<file path="src/rtl/strip_place_pkg.sv">
// rtl/strip_place_pkg.sv - shared constants, S1->S2 payload and strike decision
package strip_place_pkg;

  localparam int NUM_STRIPS_D = 4;
  localparam int ID_W_D       = 4;
  localparam int OCC_W_D      = 8;
  localparam int WIN_W_D      = 5;
  localparam int STRIP_CAP_D  = 200;
  localparam int CNT_W_D      = 4;

  // Payload fields are sized for the widest supported instance; narrower ones zero-extend
  localparam int PL_ID_W  = 16;
  localparam int PL_OCC_W = 16;

  typedef struct packed {
    logic [PL_ID_W-1:0]  id;
    logic [PL_OCC_W-1:0] width;
    logic                no_strip;
    logic [PL_OCC_W-1:0] width_in;
  } s1_payload_t;

  function automatic logic strike_of(input s1_payload_t p, input int cap);
    logic [PL_OCC_W:0] sum;
    sum = {1'b0, p.width} + {1'b0, p.width_in};
    return p.no_strip || (int'(sum) > cap);
  endfunction

endpackage

</file>
<file path="src/rtl/strip_min_tree.sv">
// rtl/strip_min_tree.sv - combinational least-occupied enabled strip selector
// Strict less-than keeps the earliest slot on ties.
module strip_min_tree #(
  parameter int NUM_STRIPS = 4,
  parameter int ID_W       = 4,
  parameter int OCC_W      = 8
) (
  input  logic [NUM_STRIPS*ID_W-1:0]  i_strip_id,
  input  logic [NUM_STRIPS*OCC_W-1:0] i_occupied_width,
  input  logic [NUM_STRIPS-1:0]       i_strip_en,
  output logic [ID_W-1:0]             o_id,
  output logic [OCC_W-1:0]            o_width,
  output logic                        o_no_strip
);

  logic             w_found;
  logic [ID_W-1:0]  w_id;
  logic [OCC_W-1:0] w_w;

  always_comb begin
    w_found = 1'b0;
    w_id    = '0;
    w_w     = '0;
    for (int i = 0; i < NUM_STRIPS; i++) begin
      if (i_strip_en[i] && (!w_found || (i_occupied_width[i*OCC_W +: OCC_W] < w_w))) begin
        w_found = 1'b1;
        w_id    = i_strip_id[i*ID_W +: ID_W];
        w_w     = i_occupied_width[i*OCC_W +: OCC_W];
      end
    end
  end

  assign o_id       = w_id;
  assign o_width    = w_w;
  assign o_no_strip = ~w_found;

endmodule

</file>
<file path="src/rtl/strip_place_pipe.sv">
// rtl/strip_place_pipe.sv - two-stage strip placement with handshake and strike counter
// S1 registers the min-tree pick, S2 registers the placement result.
module strip_place_pipe #(
  parameter int NUM_STRIPS = strip_place_pkg::NUM_STRIPS_D,
  parameter int ID_W       = strip_place_pkg::ID_W_D,
  parameter int OCC_W      = strip_place_pkg::OCC_W_D,
  parameter int WIN_W      = strip_place_pkg::WIN_W_D,
  parameter int STRIP_CAP  = strip_place_pkg::STRIP_CAP_D,
  parameter int CNT_W      = strip_place_pkg::CNT_W_D
) (
  input  logic                        i_clk,
  input  logic                        i_rst_n,
  input  logic                        i_in_valid,
  output logic                        o_in_ready,
  input  logic [NUM_STRIPS*ID_W-1:0]  i_strip_id,
  input  logic [NUM_STRIPS*OCC_W-1:0] i_occupied_width,
  input  logic [NUM_STRIPS-1:0]       i_strip_en,
  input  logic [WIN_W-1:0]            i_width_in,
  output logic                        o_out_valid,
  input  logic                        i_out_ready,
  output logic [ID_W-1:0]             o_min_occupied_strip_id,
  output logic [OCC_W-1:0]            o_min_occupied_strip_width,
  output logic [OCC_W-1:0]            o_new_occupied_strip_width,
  output logic                        o_strike_flag,
  output logic                        o_no_strip,
  input  logic                        i_strike_clr,
  output logic [CNT_W-1:0]            o_strike_count
);
  import strip_place_pkg::*;

  localparam logic [CNT_W-1:0] CNT_MAX = '1;

  logic             w_s1_adv, w_s2_adv;
  logic [ID_W-1:0]  w_min_id;
  logic [OCC_W-1:0] w_min_w;
  logic             w_no_strip;
  s1_payload_t      w_s1_next;
  logic [OCC_W:0]   w_sum;
  logic             w_strike;

  logic             r_s1_valid;
  s1_payload_t      r_s1;
  logic             r_s2_valid;
  logic [ID_W-1:0]  r_id;
  logic [OCC_W-1:0] r_min_w;
  logic [OCC_W-1:0] r_new_w;
  logic             r_strike;
  logic             r_no_strip;
  logic [CNT_W-1:0] r_cnt;

  strip_min_tree #(
    .NUM_STRIPS(NUM_STRIPS),
    .ID_W      (ID_W),
    .OCC_W     (OCC_W)
  ) u_min_tree (
    .i_strip_id      (i_strip_id),
    .i_occupied_width(i_occupied_width),
    .i_strip_en      (i_strip_en),
    .o_id            (w_min_id),
    .o_width         (w_min_w),
    .o_no_strip      (w_no_strip)
  );

  assign w_s2_adv   = !r_s2_valid || i_out_ready;
  assign w_s1_adv   = !r_s1_valid || w_s2_adv;
  assign o_in_ready = w_s1_adv;

  always_comb begin
    w_s1_next          = '0;
    w_s1_next.id       = PL_ID_W'(w_min_id);
    w_s1_next.width    = PL_OCC_W'(w_min_w);
    w_s1_next.no_strip = w_no_strip;
    w_s1_next.width_in = PL_OCC_W'(i_width_in);
  end

  // Full-width sum so a near-full strip plus width_in cannot wrap past the cap check
  assign w_sum    = {1'b0, r_s1.width[OCC_W-1:0]} + (OCC_W+1)'(r_s1.width_in[WIN_W-1:0]);
  assign w_strike = strike_of(r_s1, STRIP_CAP);

  always_ff @(posedge i_clk or negedge i_rst_n) begin
    if (!i_rst_n) begin
      r_s1_valid <= 1'b0;
      r_s1       <= '0;
    end else if (w_s1_adv) begin
      r_s1_valid <= i_in_valid;
      if (i_in_valid) r_s1 <= w_s1_next;
    end
  end

  always_ff @(posedge i_clk or negedge i_rst_n) begin
    if (!i_rst_n) begin
      r_s2_valid <= 1'b0;
      r_id       <= '0;
      r_min_w    <= '0;
      r_new_w    <= '0;
      r_strike   <= 1'b0;
      r_no_strip <= 1'b0;
    end else if (w_s2_adv) begin
      r_s2_valid <= r_s1_valid;
      if (r_s1_valid) begin
        r_id       <= r_s1.id[ID_W-1:0];
        r_min_w    <= r_s1.width[OCC_W-1:0];
        r_new_w    <= w_strike ? r_s1.width[OCC_W-1:0] : w_sum[OCC_W-1:0];
        r_strike   <= w_strike;
        r_no_strip <= r_s1.no_strip;
      end
    end
  end

  // Clear has priority: a strike handshaking in the same cycle is dropped
  always_ff @(posedge i_clk or negedge i_rst_n) begin
    if (!i_rst_n) begin
      r_cnt <= '0;
    end else if (i_strike_clr) begin
      r_cnt <= '0;
    end else if (r_s2_valid && i_out_ready && r_strike && (r_cnt != CNT_MAX)) begin
      r_cnt <= r_cnt + 1'b1;
    end
  end

  assign o_out_valid                = r_s2_valid;
  assign o_min_occupied_strip_id    = r_id;
  assign o_min_occupied_strip_width = r_min_w;
  assign o_new_occupied_strip_width = r_new_w;
  assign o_strike_flag              = r_strike;
  assign o_no_strip                 = r_no_strip;
  assign o_strike_count             = r_cnt;

endmodule

</file>
<file path="config.mk">
export PLATFORM = sky130hd
export DESIGN_NAME = strip_place_pipe
export DESIGN_NICKNAME = d
export VERILOG_FILES = /design/src/rtl/strip_place_pkg.sv /design/src/rtl/strip_min_tree.sv /design/src/rtl/strip_place_pipe.sv
export SDC_FILE = /design/constraint.sdc
export NUM_CORES = 1
export LEC_CHECK = 0
export CAP_MARGIN = 10
export CORE_MARGIN = 5
export CORE_UTILIZATION = 25
export DETAILED_ROUTE_END_ITERATION = 16
export GPL_ROUTABILITY_DRIVEN = 1
export PLACE_DENSITY = 0.49
export SLEW_MARGIN = 20
export SYNTH_ARGS = -nofsm -noshare
export SYNTH_HDL_FRONTEND = slang
export SYNTH_SLANG_ARGS = --single-unit
</file>
<file path="constraint.sdc">
create_clock -name i_clk -period 3.9 [get_ports i_clk]
set_clock_uncertainty 0.15 [all_clocks]
set_input_delay 0.39 -clock i_clk [delete_from_list [all_inputs] [get_ports i_clk]]
set_output_delay 0.39 -clock i_clk [all_outputs]
set_load 0.02 [all_outputs]
</file>
==> results of run 1 <==
-- cell type report --
class                   count  share of cell area
well taps                 172             0.03974
clock buffers               7             0.02634
inverters                  12            0.008318
multi-input cells         309              0.4531
flip-flops and latches     46              0.2126
clock inverters             1           0.0009242
repair buffers            156              0.2590
-- routing by layer --
layer	vias to the layer above	global-route usage	share of wire
met3	17	0.03902	0.062
met4	2	0.03546	0.020
met1	1512	0.1556	0.43
li1	1654	-	-
met2	81	0.2331	0.48
met5	-	0	0.0011
-- final timing paths --
check / from / to / slack, ps / depth (start not counted)
min in group i_clk: r_s1[35] / o_min_occupied_strip_id[2] / 310 / 2
min: i_rst_n / o_min_occupied_strip_width[2] / -40 / 1
min reg2reg: r_s1[35] / o_min_occupied_strip_id[2] / 310 / 2
max: i_occupied_width[2] / r_s1[36] / -820 / 27
max in group asynchronous: i_rst_n / o_strike_count[0] / 3230 / 1
max reg2reg: r_s1[17] / o_new_occupied_strip_width[5] / 690 / 10
-- synthesized netlist by cell type (all sizes together), types with 8 or more instances --
master,number,area share
inv,12,0.014
nor2,29,0.033
a31oi,15,0.029
mux2i,11,0.034
nor2b,10,0.021
nand3,18,0.027
clkbuf,9,0.010
nand2,82,0.094
mux2,8,0.033
dfrtp,46,0.35
ha,27,0.10
o21ai,22,0.035
-- worst reg2reg max path: stages (launching register included) --
cell	delay [ps]
dfrtp_1	430
ha_1	200
inv_1	50
fa_1	430
nor2b_4	130
o21ai_0	80
a21oi_1	430
o21ai_0	210
a221oi_4	500
mux2_2	400
o211ai_1	90
-- power by group --
part,total (uW),switching (uW),internal [uW]
combinational,1070,516,552
clock,428,174,254
sequential,685,89.7,595
-- sequential cells by signal, summed over array words and instances (netlist names) --
register and cells:
o_out_valid 1, o_strike_count 4, r_s1_valid 1, o_new_occupied_strip_width 8
o_no_strip 1, o_min_occupied_strip_id 4, r_s1 18, o_min_occupied_strip_width 8
o_strike_flag 1
-- through the flow --
stage	TNS, ps	total power [uW]	instances	instance area, um2
final	-9540	2181	703	5415
after detailed placement	-22500	1672	671	4786
after floorplan	-13840	1269	382	3481
after global routing	-11530	2344	703	5415
after global placement	-20820	1656	671	4786
after CTS	-8716	2177	697	5295
-- repair_timing --
item	CTS	global route
setup buffers	16	7
pin swaps	39	23
gates cloned	2	0
gates resized for setup	108	19
setup endpoints to repair	12	12
-- cell families after synthesis --
logic type | Yosys count
xor gates and xnor gates | 5
adders and majority gates | 28
muxes | 19
buffers and inverters | 28
and+or+nand+nor | 176
DFF | 46
AOI/OAI and AO/OA | 80
==> out/results.ini, run 1 <==
[global_route]
grt_max_degree = 47
grt_pass1_vias = 3457
grt_pass1_wl_mm = 16.94
antenna_found_initial = 1
grt-ovfl-total = 0
grt_use_total = 0.1321

[setup_path]
cp_slowest_cell = mux2_4
critPathArrivalTime_ps = 4740
cp_max_fo = 8
crit_required_ps = 3920
cp-start-kind = input port
slowest_delay_ps = 320
crit_buf_inv = 5
critPathTopFamily = compound AO/OA/AOI/OAI gates
path_class = in2reg
end_kind = register

[clock_network]
clock_path_buffers = 2
cts_made_buffers = 5
clock_latency_ps = 290
hold_buffers = 0
root_buffer = clkbuf_16
htree_num_levels = 2
cts.sinks = 46
clk_pin_slew_ps = 60
cts_tree = built

[cells_and_area]
seq_area_um2 = 1151
multi_input_area_um2 = 2454
area_growth_pct = 64.94
n_fill_cell = 1288
drive_above_1_share = 0.2994
final_common_cell = nand2_1
final_cell_mix = nand2_1 (75), clkdlybuf4s50_1 (70), buf_4 (61), dfrtp_1 (46), nor2_1 (25)
antenna_cells = 0
nets = 620
postLayoutCoreUtil = 0.4256

[timing]
hold_ws_ps = -37.74
drv_slew = 0
finalSetupViolCount = 12
slew_headroom = 0.3907
fin_crit_sh = 1.210
finalCriticalPeriod_ps = 4721
rsz0062_at_grt = true
fmax_mhz = 211.8
worst_pin_slew_ps = 913.9
layout_setup_ws_ps = -820.7
finalHoldViolCount = 46

[drt]
drtPass1Iterations = 6
drc = 0
wl_per_cell_um = 14.58
drt_iter0_markers = 189
viasPerCell = 4.646
wl_mm = 10.25
antenna_left = 0
vias = 3266

[place]
port_buffers = 89
dp_slack_ps = -1898
place_congestion = 0.8488
hpwl_mm = 7.977

[yosys]
async_flop_share = 1.000
avgSynthCellArea_um2 = 8.595
synth-edff-count = 0
synth_mux_area_frac = 0.06669
yosys.area_share.simple = 0.2496
syn_inst = 382
synth_ff_type = dfrtp_1
synth-compound-area-share = 0.1742
synthXorXnorAreaFrac = 0.01334
synth_top_family_by_area = simple AND/OR/NAND/NOR gates
netlist_area_um2 = 3283
yosysUniqueCellTypes = 56
synth_fa_ha_area_frac = 0.1090
yosysWarnings = 0
ys_seq_elements = 46
syn_nets = 472
synth-seq-area-share = 0.3506

[die]
core_region_area_um2 = 12720
num_rows = 41
ios = 90
die_y_um = 124.6
start_util = 0.2581
die-area_um2 = 15520
die_w_um = 124.6

[status]
outcome = finished with violations
violations = negative hold slack, negative setup slack

[worst_hold_path]
hold_class = in2async

[power_and_ir_drop]
powerDensity_nw_per_um2 = 402.7
ir_drop_uv = 209.4
leakagePower_uw = 0.002384

[job]
cap_violations = 0

(Power assumes the default switching activity.)
==> inputs of run 2 (changes only) <==
--- a/config.mk
+++ b/config.mk
@@ -8,6 +8,7 @@
 export CAP_MARGIN = 10
 export CORE_MARGIN = 5
 export CORE_UTILIZATION = 25
+export CTS_BUF_LIST = sky130_fd_sc_hd__clkbuf_16
 export DETAILED_ROUTE_END_ITERATION = 16
 export GPL_ROUTABILITY_DRIVEN = 1
 export PLACE_DENSITY = 0.49
==> run 2 against run 1 <==
The run still ends with negative hold slack, negative setup slack left. First-iteration DRC count fell by 6.3%. Maximum frequency barely moved. Die area did not move. Global-route usage barely moved. Worst hold slack improved by 0.80 ps. Power fell by 1.1%. Flip-flop and latch count did not move. Critical path depth did not move.
==> out/results.ini, run 2 (same netlist as run 1, synthesis figures left out) <==
[power_and_ir_drop]
internal-power_uw = 1379  ; -1.6%
leakagePower_uw = 0.002383  ; about the same
powerDensity_nw_per_um2 = 399.2  ; -0.87%
ir_drop_uv = 210.1  ; +0.32%
p_sw_uw = 778.6  ; about the same
seqPwrFrac = 0.318  ; +0.004
switching_share = 0.3609  ; +0.003514
p_comb_frac = 0.495  ; +0.005
pwr-share-clk = 0.187  ; -0.009

[clock_network]
clk_pin_slew_ps = 60  ; about the same
clock_path_buffers = 2  ; unchanged
htree_num_levels = 2  ; unchanged
cts_made_buffers = 5  ; unchanged
cts_tree = built
hold_buffers = 0  ; unchanged
cts.sinks = 46  ; unchanged
root_buffer = clkbuf_16
clock_latency_ps = 290  ; about the same

[timing]
fin_crit_sh = 1.212  ; about the same
setup_tns_ps = -9576  ; -36.94 ps
rsz0062_at_grt = true
hold_ws_ps = -36.93  ; +0.8042 ps
drv_slew = 0  ; unchanged
slew_headroom = 0.3905  ; about the same
finalCriticalPeriod_ps = 4725  ; +4.294 ps
fmax_mhz = 211.6  ; about the same
layout_setup_ws_ps = -825.0  ; -4.294 ps
finalHoldViolCount = 46  ; unchanged
worst_pin_slew_ps = 914.3  ; +0.3854 ps
finalSetupViolCount = 12  ; unchanged

[die]
num_rows = 41  ; unchanged
die_w_um = 124.6  ; unchanged
die-area_um2 = 15520  ; unchanged
core_region_area_um2 = 12720  ; unchanged
start_util = 0.2581  ; unchanged
die_y_um = 124.6  ; unchanged
ios = 90  ; unchanged

[global_route]
grt_pass1_wl_mm = 16.97  ; +0.21%
antenna_found_initial = 1  ; unchanged
grt-ovfl-total = 0  ; unchanged
grt_use_total = 0.1323  ; +0.0002695
grt_pass1_vias = 3467  ; +0.29%
grt_max_degree = 47  ; unchanged

[cells_and_area]
area_growth_pct = 64.63
nets = 620  ; unchanged
antenna_cells = 0  ; unchanged
n_fill_cell = 1290  ; +0.16%
largest-register = r_s1
drive_above_1_share = 0.2976  ; -0.001883
seq_area_um2 = 1151  ; unchanged
final_common_cell = nand2_1
multi_input_area_um2 = 2454  ; unchanged
largest_register_ff_count = 18  ; unchanged
design_area_um2 = 5405  ; -0.18%
final_cell_mix = nand2_1 (75), clkdlybuf4s50_1 (70), buf_4 (61), dfrtp_1 (46), nor2_1 (25)

[drt]
wl_per_cell_um = 14.62  ; +0.26%
drtPass1Iterations = 4  ; -2
vias = 3249  ; -0.52%
wl_mm = 10.28  ; +0.26%
viasPerCell = 4.622  ; -0.52%
antenna_left = 0  ; unchanged
drt_iter0_markers = 177  ; -6.3%
drc = 0  ; unchanged

[place]
place_congestion = 0.8488  ; unchanged
dp_slack_ps = -1898  ; unchanged
post_dp_cell_area_um2 = 4786  ; unchanged
hpwl_mm = 7.977  ; unchanged
port_buffers = 89  ; unchanged

[setup_path]
end_kind = register
cp-start-kind = input port
crit_required_ps = 3920  ; about the same
critPathArrivalTime_ps = 4740  ; about the same
path_class = in2reg
cp_max_fo = 8  ; unchanged

[worst_hold_path]
hold_class = in2async

[status]
outcome = finished with violations
violations = negative hold slack, negative setup slack

[job]
cap_violations = 0  ; unchanged

[run 2: cell count changes in the layout (fill, tap and decap cells not counted)]
cell	previous run	this run
inv_1	12	13
clkbuf_1	1	0
clkinv_1	0	1
clkbuf_8	1	0
[run 2: critical path: stages]
cell and delay [ps]:
clkdlybuf4s15_2 190, nand2_2 70, ha_4 270, o21ai_2 50
o21ai_2 180, a21oi_4 90, nor2_4 120, buf_8 160
nor2b_1 50, a31oi_1 230, ha_1 300, nand4_1 160
a21oi_2 60, or2_4 280, o22ai_4 100, a22oi_2 120
buf_6 150, buf_4 130, mux2_4 320, ha_4 270
and4_1 200, nand2_1 60, o21a_1 200, o21bai_4 190
buf_4 160, a31oi_1 150, o21ai_1 80
[run 2: timing repair]
action	CTS	global route
setup buffers	16	7
setup endpoints to repair	12	12
pin swaps	39	23
resized for setup	108	19
cloned	2	0
[run 2: power by group through the flow]
stage	sequential (uW)	combinational (uW)	clock (uW)
3_5_place_dp	697	974	0
3_3_place_gp	696	960	0
2_1_floorplan	766	503	0
5_1_grt	706	1180	436
4_1_cts	689	1050	417
6_report	685	1070	404
[run 2: worst paths after layout]
check	from	to	slack, ps	depth (start not counted)
max in group asynchronous	i_rst_n	o_strike_count[0]	3220	1
min in group i_clk	r_s1[35]	o_min_occupied_strip_id[2]	310	2
hold reg to reg	r_s1[35]	o_min_occupied_strip_id[2]	310	2
setup / recovery	i_occupied_width[2]	r_s1[36]	-830	27
setup reg to reg	r_s1[17]	o_new_occupied_strip_width[5]	650	10
hold / removal	i_rst_n	o_min_occupied_strip_width[2]	-40	1
[run 2: per-layer routing]
| layer | track usage | routed length, um |
|---|---|---|
| met5 | 0 | 11 |
| met4 | 0.03546 | 200 |
| met2 | 0.2341 | 4990 |
| met3 | 0.03902 | 640 |
| met1 | 0.1556 | 4435 |
[run 2: metrics by stage]
step	total power [uW]	utilization	cells
after floorplan	1269	-	382
after global placement	1656	0.3762	671
after detailed placement	1672	0.3762	671
after CTS	2155	0.4154	697
after global routing	2321	0.4249	703
final	2158	0.4249	703
[run 2: final cells by class]
cell class | count | area share
clock inverters | 3 | 0.002315
repair buffers | 156 | 0.2595
clock buffers | 5 | 0.02315
multi-input cells | 309 | 0.4539
inverters | 12 | 0.008333
well taps | 172 | 0.03981
flip-flops and latches | 46 | 0.2130
